$ cat src/rtl/payload_ingress_writer_if.sv
// rtl/payload_ingress_writer_if.sv - input stream, payload write bus and descriptor signals of the ingress writer
//
// Groups every handshake/bus signal of payload_ingress_writer.
//   in_*   : packet word stream (valid/ready, sop/eop, ttl, last_bytes)
//   pw_*   : payload write bus, driven by the writer (pw_ready/pw_address come back)
//   desc_* : one descriptor per stored packet (valid/ready)
//   drop_count : saturating dropped-packet counter
// modport master : the writer itself (it masters the payload write bus)
// modport slave  : the surroundings (stream source, payload store, descriptor sink)
interface payload_ingress_writer_if #(
    parameter int DATA_W  = 32,
    parameter int BYTES_W = 2,
    parameter int TTL_W   = 8,
    parameter int BC_W    = 12,
    parameter int ADDR_W  = 10
);
    logic                in_valid;
    logic                in_ready;
    logic [DATA_W-1:0]   in_data;
    logic                in_sop;
    logic                in_eop;
    logic [TTL_W-1:0]    in_ttl;
    logic [BYTES_W-1:0]  in_last_bytes;

    logic                pw_ready;
    logic                pw_write;
    logic                pw_isLast;
    logic [DATA_W-1:0]   pw_data;
    logic [TTL_W-1:0]    pw_ttl;
    logic [BC_W-1:0]     pw_byteCount;
    logic [ADDR_W-1:0]   pw_address;

    logic                desc_valid;
    logic                desc_ready;
    logic [ADDR_W-1:0]   desc_address;
    logic [TTL_W-1:0]    desc_ttl;
    logic [BC_W-1:0]     desc_byteCount;

    logic [15:0]         drop_count;

    modport master (
        input  in_valid, in_data, in_sop, in_eop, in_ttl, in_last_bytes,
        output in_ready,
        input  pw_ready, pw_address,
        output pw_write, pw_isLast, pw_data, pw_ttl, pw_byteCount,
        input  desc_ready,
        output desc_valid, desc_address, desc_ttl, desc_byteCount,
        output drop_count
    );

    modport slave (
        output in_valid, in_data, in_sop, in_eop, in_ttl, in_last_bytes,
        input  in_ready,
        output pw_ready, pw_address,
        input  pw_write, pw_isLast, pw_data, pw_ttl, pw_byteCount,
        output desc_ready,
        input  desc_valid, desc_address, desc_ttl, desc_byteCount,
        input  drop_count
    );
endinterface

$ cat src/rtl/payload_ingress_writer.sv
// rtl/payload_ingress_writer.sv - store-and-forward packet buffer feeding the payload write bus
//
// Buffers one whole packet from the word stream, computes its byte count and
// decremented TTL, drains it onto the payload write bus one word per pw_ready
// cycle, then presents a descriptor {address, ttl, byteCount}. Malformed
// (sop before eop, oversize) and expired (ttl==0) packets are dropped and counted.
// Ports:
//   clk   : clock
//   reset : synchronous active-high reset
//   bus   : payload_ingress_writer_if.master (stream in, payload bus, descriptor, drop_count)
module payload_ingress_writer #(
    parameter int DATA_W  = 32,
    parameter int BYTES_W = 2,
    parameter int TTL_W   = 8,
    parameter int BC_W    = 12,
    parameter int ADDR_W  = 10,
    parameter int DEPTH   = 64
) (
    input  logic clk,
    input  logic reset,
    payload_ingress_writer_if.master bus
);
    localparam int CNT_W = $clog2(DEPTH + 1);
    localparam int IDX_W = $clog2(DEPTH);
    localparam int BPW   = DATA_W / 8;

    // The largest packet byte count must be representable in pw_byteCount.
    generate
        if (DEPTH * BPW >= (1 << BC_W)) begin : g_bc_too_narrow
            $error("BC_W too narrow for DEPTH words");
        end
    endgenerate

    typedef enum logic [2:0] {IDLE, RECV, DROP, WRITE, DESC} state_t;

    state_t              state, state_n;
    logic [CNT_W-1:0]    wcnt, wcnt_n;
    logic [IDX_W-1:0]    rd, rd_n;
    logic [TTL_W-1:0]    ttl_q, ttl_n;
    logic [TTL_W-1:0]    fwd_ttl, fwd_ttl_n;
    logic [BC_W-1:0]     bc_q, bc_n;
    logic [ADDR_W-1:0]   addr_q, addr_n;
    logic [15:0]         drop_q;
    logic [1:0]          drop_inc;
    logic                mem_we;
    logic [IDX_W-1:0]    mem_idx;
    logic [DATA_W-1:0]   mem [DEPTH];

    logic                in_ready_c;
    logic                accept;
    logic                is_start;
    logic                is_cont;
    logic                is_end;
    logic [TTL_W-1:0]    pkt_ttl;
    logic [BC_W-1:0]     lb_eff;
    logic [BC_W-1:0]     bc_calc;
    logic [IDX_W-1:0]    last_idx;
    logic [16:0]         drop_sum;

    assign in_ready_c = !reset && (state == IDLE || state == RECV || state == DROP);
    assign accept     = bus.in_valid && in_ready_c;

    // A sop beat always opens a new packet, even in the middle of another one.
    assign is_start = accept && bus.in_sop && (state == IDLE || state == RECV);
    assign is_cont  = accept && !bus.in_sop && state == RECV && wcnt != CNT_W'(DEPTH);
    assign is_end   = (is_start || is_cont) && bus.in_eop;

    // TTL of the packet being closed: a sop+eop beat carries its own.
    assign pkt_ttl  = is_start ? bus.in_ttl : ttl_q;
    assign lb_eff   = (bus.in_last_bytes == '0) ? BC_W'(BPW) : BC_W'(bus.in_last_bytes);
    // Words before the eop beat times bytes per word, plus the eop beat's bytes.
    assign bc_calc  = (is_start ? '0 : BC_W'(wcnt)) * BC_W'(BPW) + lb_eff;
    assign last_idx = IDX_W'(wcnt - CNT_W'(1));
    assign drop_sum = {1'b0, drop_q} + 17'(drop_inc);

    always_comb begin
        state_n   = state;
        wcnt_n    = wcnt;
        rd_n      = rd;
        ttl_n     = ttl_q;
        fwd_ttl_n = fwd_ttl;
        bc_n      = bc_q;
        addr_n    = addr_q;
        drop_inc  = 2'd0;
        mem_we    = 1'b0;
        mem_idx   = wcnt[IDX_W-1:0];
        bus.pw_write = 1'b0;
        case (state)
            IDLE, RECV: begin
                if (is_start) begin
                    // An unfinished packet in RECV is abandoned.
                    if (state == RECV) drop_inc = 2'd1;
                    mem_we  = 1'b1;
                    mem_idx = '0;
                    wcnt_n  = CNT_W'(1);
                    ttl_n   = bus.in_ttl;
                    state_n = RECV;
                end else if (is_cont) begin
                    mem_we = 1'b1;
                    wcnt_n = wcnt + CNT_W'(1);
                end else if (accept && state == RECV) begin
                    // Buffer already full: oversize packet. If this beat ends
                    // it there is nothing left to discard.
                    drop_inc = 2'd1;
                    state_n  = bus.in_eop ? IDLE : DROP;
                end
                if (is_end) begin
                    if (pkt_ttl == '0) begin
                        drop_inc = drop_inc + 2'd1;
                        state_n  = IDLE;
                    end else begin
                        bc_n      = bc_calc;
                        fwd_ttl_n = pkt_ttl - TTL_W'(1);
                        rd_n      = '0;
                        state_n   = WRITE;
                    end
                end
            end
            DROP: begin
                if (accept && bus.in_eop) state_n = IDLE;
            end
            WRITE: begin
                bus.pw_write = bus.pw_ready;
                if (bus.pw_ready) begin
                    if (rd == '0) addr_n = bus.pw_address;
                    if (rd == last_idx) state_n = DESC;
                    else                rd_n    = rd + IDX_W'(1);
                end
            end
            DESC: begin
                if (bus.desc_ready) state_n = IDLE;
            end
            default: state_n = IDLE;
        endcase
    end

    always_ff @(posedge clk) begin
        if (reset) begin
            state   <= IDLE;
            wcnt    <= '0;
            rd      <= '0;
            ttl_q   <= '0;
            fwd_ttl <= '0;
            bc_q    <= '0;
            addr_q  <= '0;
            drop_q  <= '0;
        end else begin
            state   <= state_n;
            wcnt    <= wcnt_n;
            rd      <= rd_n;
            ttl_q   <= ttl_n;
            fwd_ttl <= fwd_ttl_n;
            bc_q    <= bc_n;
            addr_q  <= addr_n;
            drop_q  <= drop_sum[16] ? 16'hFFFF : drop_sum[15:0];
        end
    end

    always_ff @(posedge clk) begin
        if (mem_we) mem[mem_idx] <= bus.in_data;
    end

    assign bus.in_ready       = in_ready_c;
    // Data and isLast follow rd, so they hold through pw_ready stalls.
    assign bus.pw_data        = (state == WRITE) ? mem[rd] : '0;
    assign bus.pw_isLast      = (state == WRITE) && (rd == last_idx);
    assign bus.pw_ttl         = fwd_ttl;
    assign bus.pw_byteCount   = bc_q;
    assign bus.desc_valid     = (state == DESC);
    assign bus.desc_address   = addr_q;
    assign bus.desc_ttl       = fwd_ttl;
    assign bus.desc_byteCount = bc_q;
    assign bus.drop_count     = drop_q;
endmodule

$ cat src/flat_wrapper.sv
// flat-port wrapper written by rule: the top's interface ports become plain ports
module payload_ingress_writer_flat 
#(
    parameter int DATA_W  = 32,
    parameter int BYTES_W = 2,
    parameter int TTL_W   = 8,
    parameter int BC_W    = 12,
    parameter int ADDR_W  = 10,
    parameter int DEPTH   = 64
)
  (clk, reset, bus_in_valid, bus_in_data, bus_in_sop, bus_in_eop, bus_in_ttl, bus_in_last_bytes, bus_in_ready, bus_pw_ready, bus_pw_address, bus_pw_write, bus_pw_isLast, bus_pw_data, bus_pw_ttl, bus_pw_byteCount, bus_desc_ready, bus_desc_valid, bus_desc_address, bus_desc_ttl, bus_desc_byteCount, bus_drop_count);
  payload_ingress_writer_if #(.DATA_W(DATA_W), .BYTES_W(BYTES_W), .TTL_W(TTL_W), .BC_W(BC_W), .ADDR_W(ADDR_W)) bus_i ();
  input  logic clk;
  input  logic reset;
  input wire logic [$bits(bus_i.in_valid)-1:0] bus_in_valid;
  input wire logic [$bits(bus_i.in_data)-1:0] bus_in_data;
  input wire logic [$bits(bus_i.in_sop)-1:0] bus_in_sop;
  input wire logic [$bits(bus_i.in_eop)-1:0] bus_in_eop;
  input wire logic [$bits(bus_i.in_ttl)-1:0] bus_in_ttl;
  input wire logic [$bits(bus_i.in_last_bytes)-1:0] bus_in_last_bytes;
  output wire logic [$bits(bus_i.in_ready)-1:0] bus_in_ready;
  input wire logic [$bits(bus_i.pw_ready)-1:0] bus_pw_ready;
  input wire logic [$bits(bus_i.pw_address)-1:0] bus_pw_address;
  output wire logic [$bits(bus_i.pw_write)-1:0] bus_pw_write;
  output wire logic [$bits(bus_i.pw_isLast)-1:0] bus_pw_isLast;
  output wire logic [$bits(bus_i.pw_data)-1:0] bus_pw_data;
  output wire logic [$bits(bus_i.pw_ttl)-1:0] bus_pw_ttl;
  output wire logic [$bits(bus_i.pw_byteCount)-1:0] bus_pw_byteCount;
  input wire logic [$bits(bus_i.desc_ready)-1:0] bus_desc_ready;
  output wire logic [$bits(bus_i.desc_valid)-1:0] bus_desc_valid;
  output wire logic [$bits(bus_i.desc_address)-1:0] bus_desc_address;
  output wire logic [$bits(bus_i.desc_ttl)-1:0] bus_desc_ttl;
  output wire logic [$bits(bus_i.desc_byteCount)-1:0] bus_desc_byteCount;
  output wire logic [$bits(bus_i.drop_count)-1:0] bus_drop_count;
  assign bus_i.in_valid = bus_in_valid;
  assign bus_i.in_data = bus_in_data;
  assign bus_i.in_sop = bus_in_sop;
  assign bus_i.in_eop = bus_in_eop;
  assign bus_i.in_ttl = bus_in_ttl;
  assign bus_i.in_last_bytes = bus_in_last_bytes;
  assign bus_in_ready = bus_i.in_ready;
  assign bus_i.pw_ready = bus_pw_ready;
  assign bus_i.pw_address = bus_pw_address;
  assign bus_pw_write = bus_i.pw_write;
  assign bus_pw_isLast = bus_i.pw_isLast;
  assign bus_pw_data = bus_i.pw_data;
  assign bus_pw_ttl = bus_i.pw_ttl;
  assign bus_pw_byteCount = bus_i.pw_byteCount;
  assign bus_i.desc_ready = bus_desc_ready;
  assign bus_desc_valid = bus_i.desc_valid;
  assign bus_desc_address = bus_i.desc_address;
  assign bus_desc_ttl = bus_i.desc_ttl;
  assign bus_desc_byteCount = bus_i.desc_byteCount;
  assign bus_drop_count = bus_i.drop_count;
  payload_ingress_writer #(.DATA_W(DATA_W), .BYTES_W(BYTES_W), .TTL_W(TTL_W), .BC_W(BC_W), .ADDR_W(ADDR_W), .DEPTH(DEPTH)) u_core (.clk(clk), .reset(reset), .bus(bus_i));
endmodule
$ cat config.mk
export PLATFORM = sky130hd
export DESIGN_NAME = payload_ingress_writer_flat
export DESIGN_NICKNAME = d
export VERILOG_FILES = /design/src/rtl/payload_ingress_writer_if.sv /design/src/rtl/payload_ingress_writer.sv /design/src/flat_wrapper.sv
export SDC_FILE = /design/constraint.sdc
export NUM_CORES = 2
export LEC_CHECK = 0
export ABC_AREA = 0
export CAP_MARGIN = 25
export CORE_ASPECT_RATIO = 1.2
export CORE_MARGIN = 1.5
export CORE_UTILIZATION = 30
export DETAILED_ROUTE_END_ITERATION = 7
export SYNTH_ARGS = -nofsm -noshare
export SYNTH_HDL_FRONTEND = slang
export SYNTH_SLANG_ARGS = --single-unit
$ cat constraint.sdc
create_clock -name clk -period 9.2 [get_ports clk]
set_input_delay 0.92 -clock clk [delete_from_list [all_inputs] [get_ports clk]]
set_output_delay 0.92 -clock clk [all_outputs]
set_load 0.05 [all_outputs]
## Word level (Yosys, flattened, before mapping)

Memory sizes are Yosys's and may differ from the RTL's. A register that Yosys moved wholly into a read port is not among the register bits.
Cells that the tools add are included.

- Flip-flop bits (word level): 70
- RAM bits: 2,048
- Input bits: 59
- Word-level logic and storage cells: 101
- Memories: 1

- $add $sub $neg: 7
- Equal/unequal tests: 15
- Mux-type cells: 41
- Bitwise logic cells: 1
- Reduce and logical (&&, ||, !) cells: 28

Memory list:

| name | words | bits a word | rd ports | clocked after Yosys merged registers in | wr ports | RTL line | RTL |
|---|---|---|---|---|---|---|---|
| u_core.mem | 64 | 32 | 1 | 1 | 1 | payload_ingress_writer.sv:47 | `logic [DATA_W-1:0] mem [DEPTH];` |

Operator list:

| operator | number |
|---|---|
| $mux 6 | 8 |
| $mux 32 | 1 |
| $mux 3 | 9 |
| $mux 7 | 3 |
| $add 16x2->17 | 1 |
| $mux 16 | 1 |
| $mux 2 | 8 |
| $add 12x12->12 | 1 |
| $ne 2x2->1 const B | 6 |
| $pmux 3 s4 | 1 |
| $pmux 6 s2 | 1 |
| $logic_and 1x1->1 | 11 |
| $logic_not 8->1 | 1 |
| $mux 1 | 8 |
| $mux 8 | 1 |
| $sub 8x1->8 const B | 1 |
| $add 7x1->7 const B | 1 |
| $ne 7x7->1 const B | 1 |
| $add 6x1->6 const B | 1 |
| $eq 3x2->1 const B | 2 |
| $eq 6x6->1 | 1 |
| $logic_not 6->1 | 1 |
| $reduce_and 3->1 | 2 |
| $reduce_and 6->1 | 1 |
| other kinds (16) | 20 |

## Logic depth before layout (Yosys ltp)

- Depth in word-level cells: 17
- Mapped depth: 21

## Least setup slack after synthesis

No wires, ideal clock.

- Kind: input to register
- Start point: input port reset
- End point: memory u_core.mem[55][0] (enable)
- Setup time: 502 ps
- Data arrival time: 5,131 ps
- Setup slack: 3,567 ps
- Cell stages on the path: 6
- Cell sequence: clkbuf_1 nor4b_4 nand2_2 o21ai_4 nand4_1 nor4_1

- Longest elaborated chain between the ends: 11
- Elaborated cells between the ends (all ways): 15
- Classes of those cells: mux (7); reduce/logical (8)

RTL lines:

| what | RTL line | RTL |
|---|---|---|
| start, declared | flat_wrapper.sv:14 | `input logic reset;` |
| $logic_not 1->1 * | payload_ingress_writer.sv:60 | `assign in_ready_c = !reset && (state == IDLE \|\| state == RECV \|\| state == DROP);` |
| $logic_and 1x1->1 * | payload_ingress_writer.sv:60 |  |
| $logic_and 1x1->1 * | payload_ingress_writer.sv:61 | `assign accept = bus.in_valid && in_ready_c;` |
| $logic_and 1x1->1 (3 in a row) | payload_ingress_writer.sv:65 | `assign is_cont = accept && !bus.in_sop && state == RECV && wcnt != CNT_W'(DEPTH);` |
| $mux 1 | payload_ingress_writer.sv:98 | `end else if (is_cont) begin` |
| $mux 1 | payload_ingress_writer.sv:90 | `if (is_start) begin` |
| $mux 1 | payload_ingress_writer.sv:88 | `case (state)` |
| $mux 1 | payload_ingress_writer.sv:160 | `if (mem_we) mem[mem_idx] <= bus.in_data;` |
| $mux 1 (implied by the code) | payload_ingress_writer.sv:160 |  |
| end, declared | payload_ingress_writer.sv:47 |  |

Mark *: on every way between the ends. The rest lies on a longest branch, timed or not.

==> out/qor.txt <==
Sw Ratio = 0.199
Netlist cell types = 75
Initial core utilization = 0.302
Kind of critical path = reg2out
WP data required = 8.28 ns
Clk sink count = 2122
Initial antenna violation count = 18
Nets = 4103
Drt pass-1 iters = 5
Period utilisation layout = 0.692
DIE WIDTH = 481 µm
Pwr dens = 199 nW/µm²
Final WL = 224 mm
Slew @ Worst Pin = 1.02 ns
Port bufs = 156
# DRC = 0
Syn avg cell area = 21.9 µm²
Asr flop ratio synth = 0
Post-synth top area share = 0.746
# hold bufs at CTS = 0
FF-to-FF path depth = 17
Pin count of the biggest net entering global routing = 118
Congestion Overflow GR = 0
Synth area leader = edfxtp_1
Iteration-0 DRC count of the detailed router = 4262
Reg clk slew, reported paths = 0.06 ns
Final Max Tran Viols = 0
Clock Tree Root = clkbuf_16
Die ar. = 278000 µm²
VDD IR max = 0.000143 V
Non-filler cells, final = 7791
Ranking of synthesized cells by area = edfxtp_1 (75%), mux4_2 (15%), dfxtp_1 (1.8%)
R2R Setup Slk = 4.11 ns
Startpoint types = register
Leak = 28.0 nW
Cell Int Power = 15.2 mW
Post-synth EDFFs = 2048
Top FF cell, synth = edfxtp_1
Htree depth = 4
Antenna viol nets, final = 0
Setup bufs post-CTS = 0
Setup TNS = 0 ns
Detailed placement HPWL = 123 mm
Worst skew pair latency = 0.85 ns
Post-CTS Resized = 0
Fin crit period = 6.37 ns
Most numerous cell in the Yosys netlist = edfxtp_1
Vias in the first global route = 40300
Cell area after synthesis = 82400 µm²
Comb power frac = 0.020
Ports = 161
Avg WL per Cell = 28.8 µm
Synth cell count leaders = edfxtp_1 (2048), mux4_2 (558), nor2_1 (122)
Register area share after synthesis = 0.764
Worst hold slack = 0.332 ns
CP Capture Point = bus_pw_data[29]
All-layer global routing usage = 0.159
Sequential power share = 0.560
Rel. slew slack = 0.317
TritonCTS Buffers = 203
Worst r2r dst = u_core.bus.drop_count[11]
Worst min-delay path category = in2reg
Area Overhead vs Synth = 15.7%
Area of the core = 273000 µm²
Worst r2r src = u_core.state[1]
Worst-path maximum fanout = 96
Placer congestion estimate = 0.784
Clock Skews = 0.0352 ns
Clk pwr share = 0.421
Worst Path Arrival = 5.45 ns
Worst setup EP type = output pin
Max Cap Viol = 0
#FFs+latches synth = 2122
Die H = 577 µm
Site Rows = 210
Outcome = finished clean
Mapped Cells = 3760
Vias post-DR = 39900
Hold Path Origin = bus_in_data[2]
Hold Vio Cnt, Final = 0
Max clock buf depth = 4
Fmax = 157 MHz
DR vias/cell = 5.12
# setup viols final = 0
DP Cell Count = 7400
Unrepaired setup endpoints after global routing = false
CTS tree = yes
Proportion of layout cells with a drive suffix above 1 = 0.266
First-pass GRT wire length = 314 mm
Psw = 3.77 mW
Warnings, synthesis = 0
## power groups by stage
stage               registers [mW]  logic, mW  clock network [mW]
floorplan                     10.8      0.132                   0
global placement              10.8      0.327                   0
detailed placement            10.8      0.343                   0
CTS                           10.6      0.343                8.11
global route                  10.6      0.402                8.43
finish                        10.6      0.374                7.97
## flip-flops by register name, indices dropped and copies added, names as in the netlist, named ones only
name,flops
u_core.bus.desc_address,10
u_core.bus.desc_byteCount,10
u_core.bus.desc_ttl,8
u_core.bus.drop_count,16
u_core.mem,2048
u_core.rd,6
u_core.state,3
u_core.ttl_q,8
u_core.wcnt,7
## metal layers
| layer | global-route usage | wire, µm | vias up | share of wire |
|---|---|---|---|---|
| li1 | - | - | 16300 | - |
| met1 | 0.205 | 89300 | 21800 | 0.40 |
| met2 | 0.277 | 115000 | 1452 | 0.51 |
| met3 | 0.0207 | 12800 | 341 | 0.057 |
| met4 | 0.0470 | 6750 | 10 | 0.030 |
| met5 | 0 | 56 | - | 0.00025 |
## kinds of logic (layout without fill, tap and decap cells)
kind of cell             count (synthesis)  count (layout)  share of synthesized area
XOR/XNOR                                30              30                    0.00319
flip-flops                            2122            2122                      0.764
AND/OR/NAND/NOR                        387             387                     0.0232
other                                    1               7                  0.0000455
multiplexers                           701             701                      0.170
adder cells (fa/ha/maj)                 13              13                    0.00206
AO/OA/AOI/OAI                          259             259                     0.0207
buffers and inverters                  247             668                     0.0162
## critical path, cell delays in order, from the launching register on
cell             delay, ns
dfxtp_4               0.82
buf_12                0.46
buf_4                 0.64
mux4_2                0.32
a21oi_1               0.08
a211o_1               0.30
a31oi_1               0.73
clkdlybuf4s50_1       0.96
## cell type report
type | instances | area [µm²]
Inverter | 15 | 57.6
Antenna cell | 3 | 7.51
Fill cell | 24900 | 178000
Clock inverter | 104 | 865
Multi-Input combinational cell | 1394 | 18600
Timing Repair Buffer | 295 | 3040
Tap cell | 3604 | 4510
Clock buffer | 254 | 5310
Sequential cell | 2122 | 63000
## metrics by stage
step / utilization / area [µm²] / power [mW] / worst slack (ns)
after floorplan: - / 82400 / 11.0 / 3.57
after global placement: 0.324 / 88400 / 11.1 / 3.28
after detailed placement: 0.324 / 88500 / 11.2 / 3.18
after CTS: 0.347 / 94700 / 19.1 / 2.69
after global routing: 0.349 / 95300 / 19.4 / 2.62
final: 0.349 / 95400 / 18.9 / 2.83
## worst min path at each step
stage	to	slack [ns]	cells after the start
after global routing	u_core.mem[4][13]	0.30	1
after global placement	u_core.bus.desc_ttl[2]	0.46	2
after floorplan	u_core.ttl_q[3]	0.47	2
final	u_core.mem[13][2]	0.33	1
after detailed placement	u_core.bus.desc_byteCount[1]	0.47	2
after CTS	u_core.mem[7][25]	0.41	1
## cell usage in the layout (no fill, tap or decap), drive strengths merged, types with 30 or more instances in the layout
cell type / count
clkinv: 85
a21oi: 84
nand2: 87
mux2i: 105
mux4: 558
clkbuf: 254
clkdlybuf4s50: 123
a211oi: 42
dfxtp: 74
nor3: 30
mux2: 38
nor2b: 30
edfxtp: 2048
nor2: 123
nand3: 33
buf: 172
No activity file was read; power rests on OpenSTA's default activity.
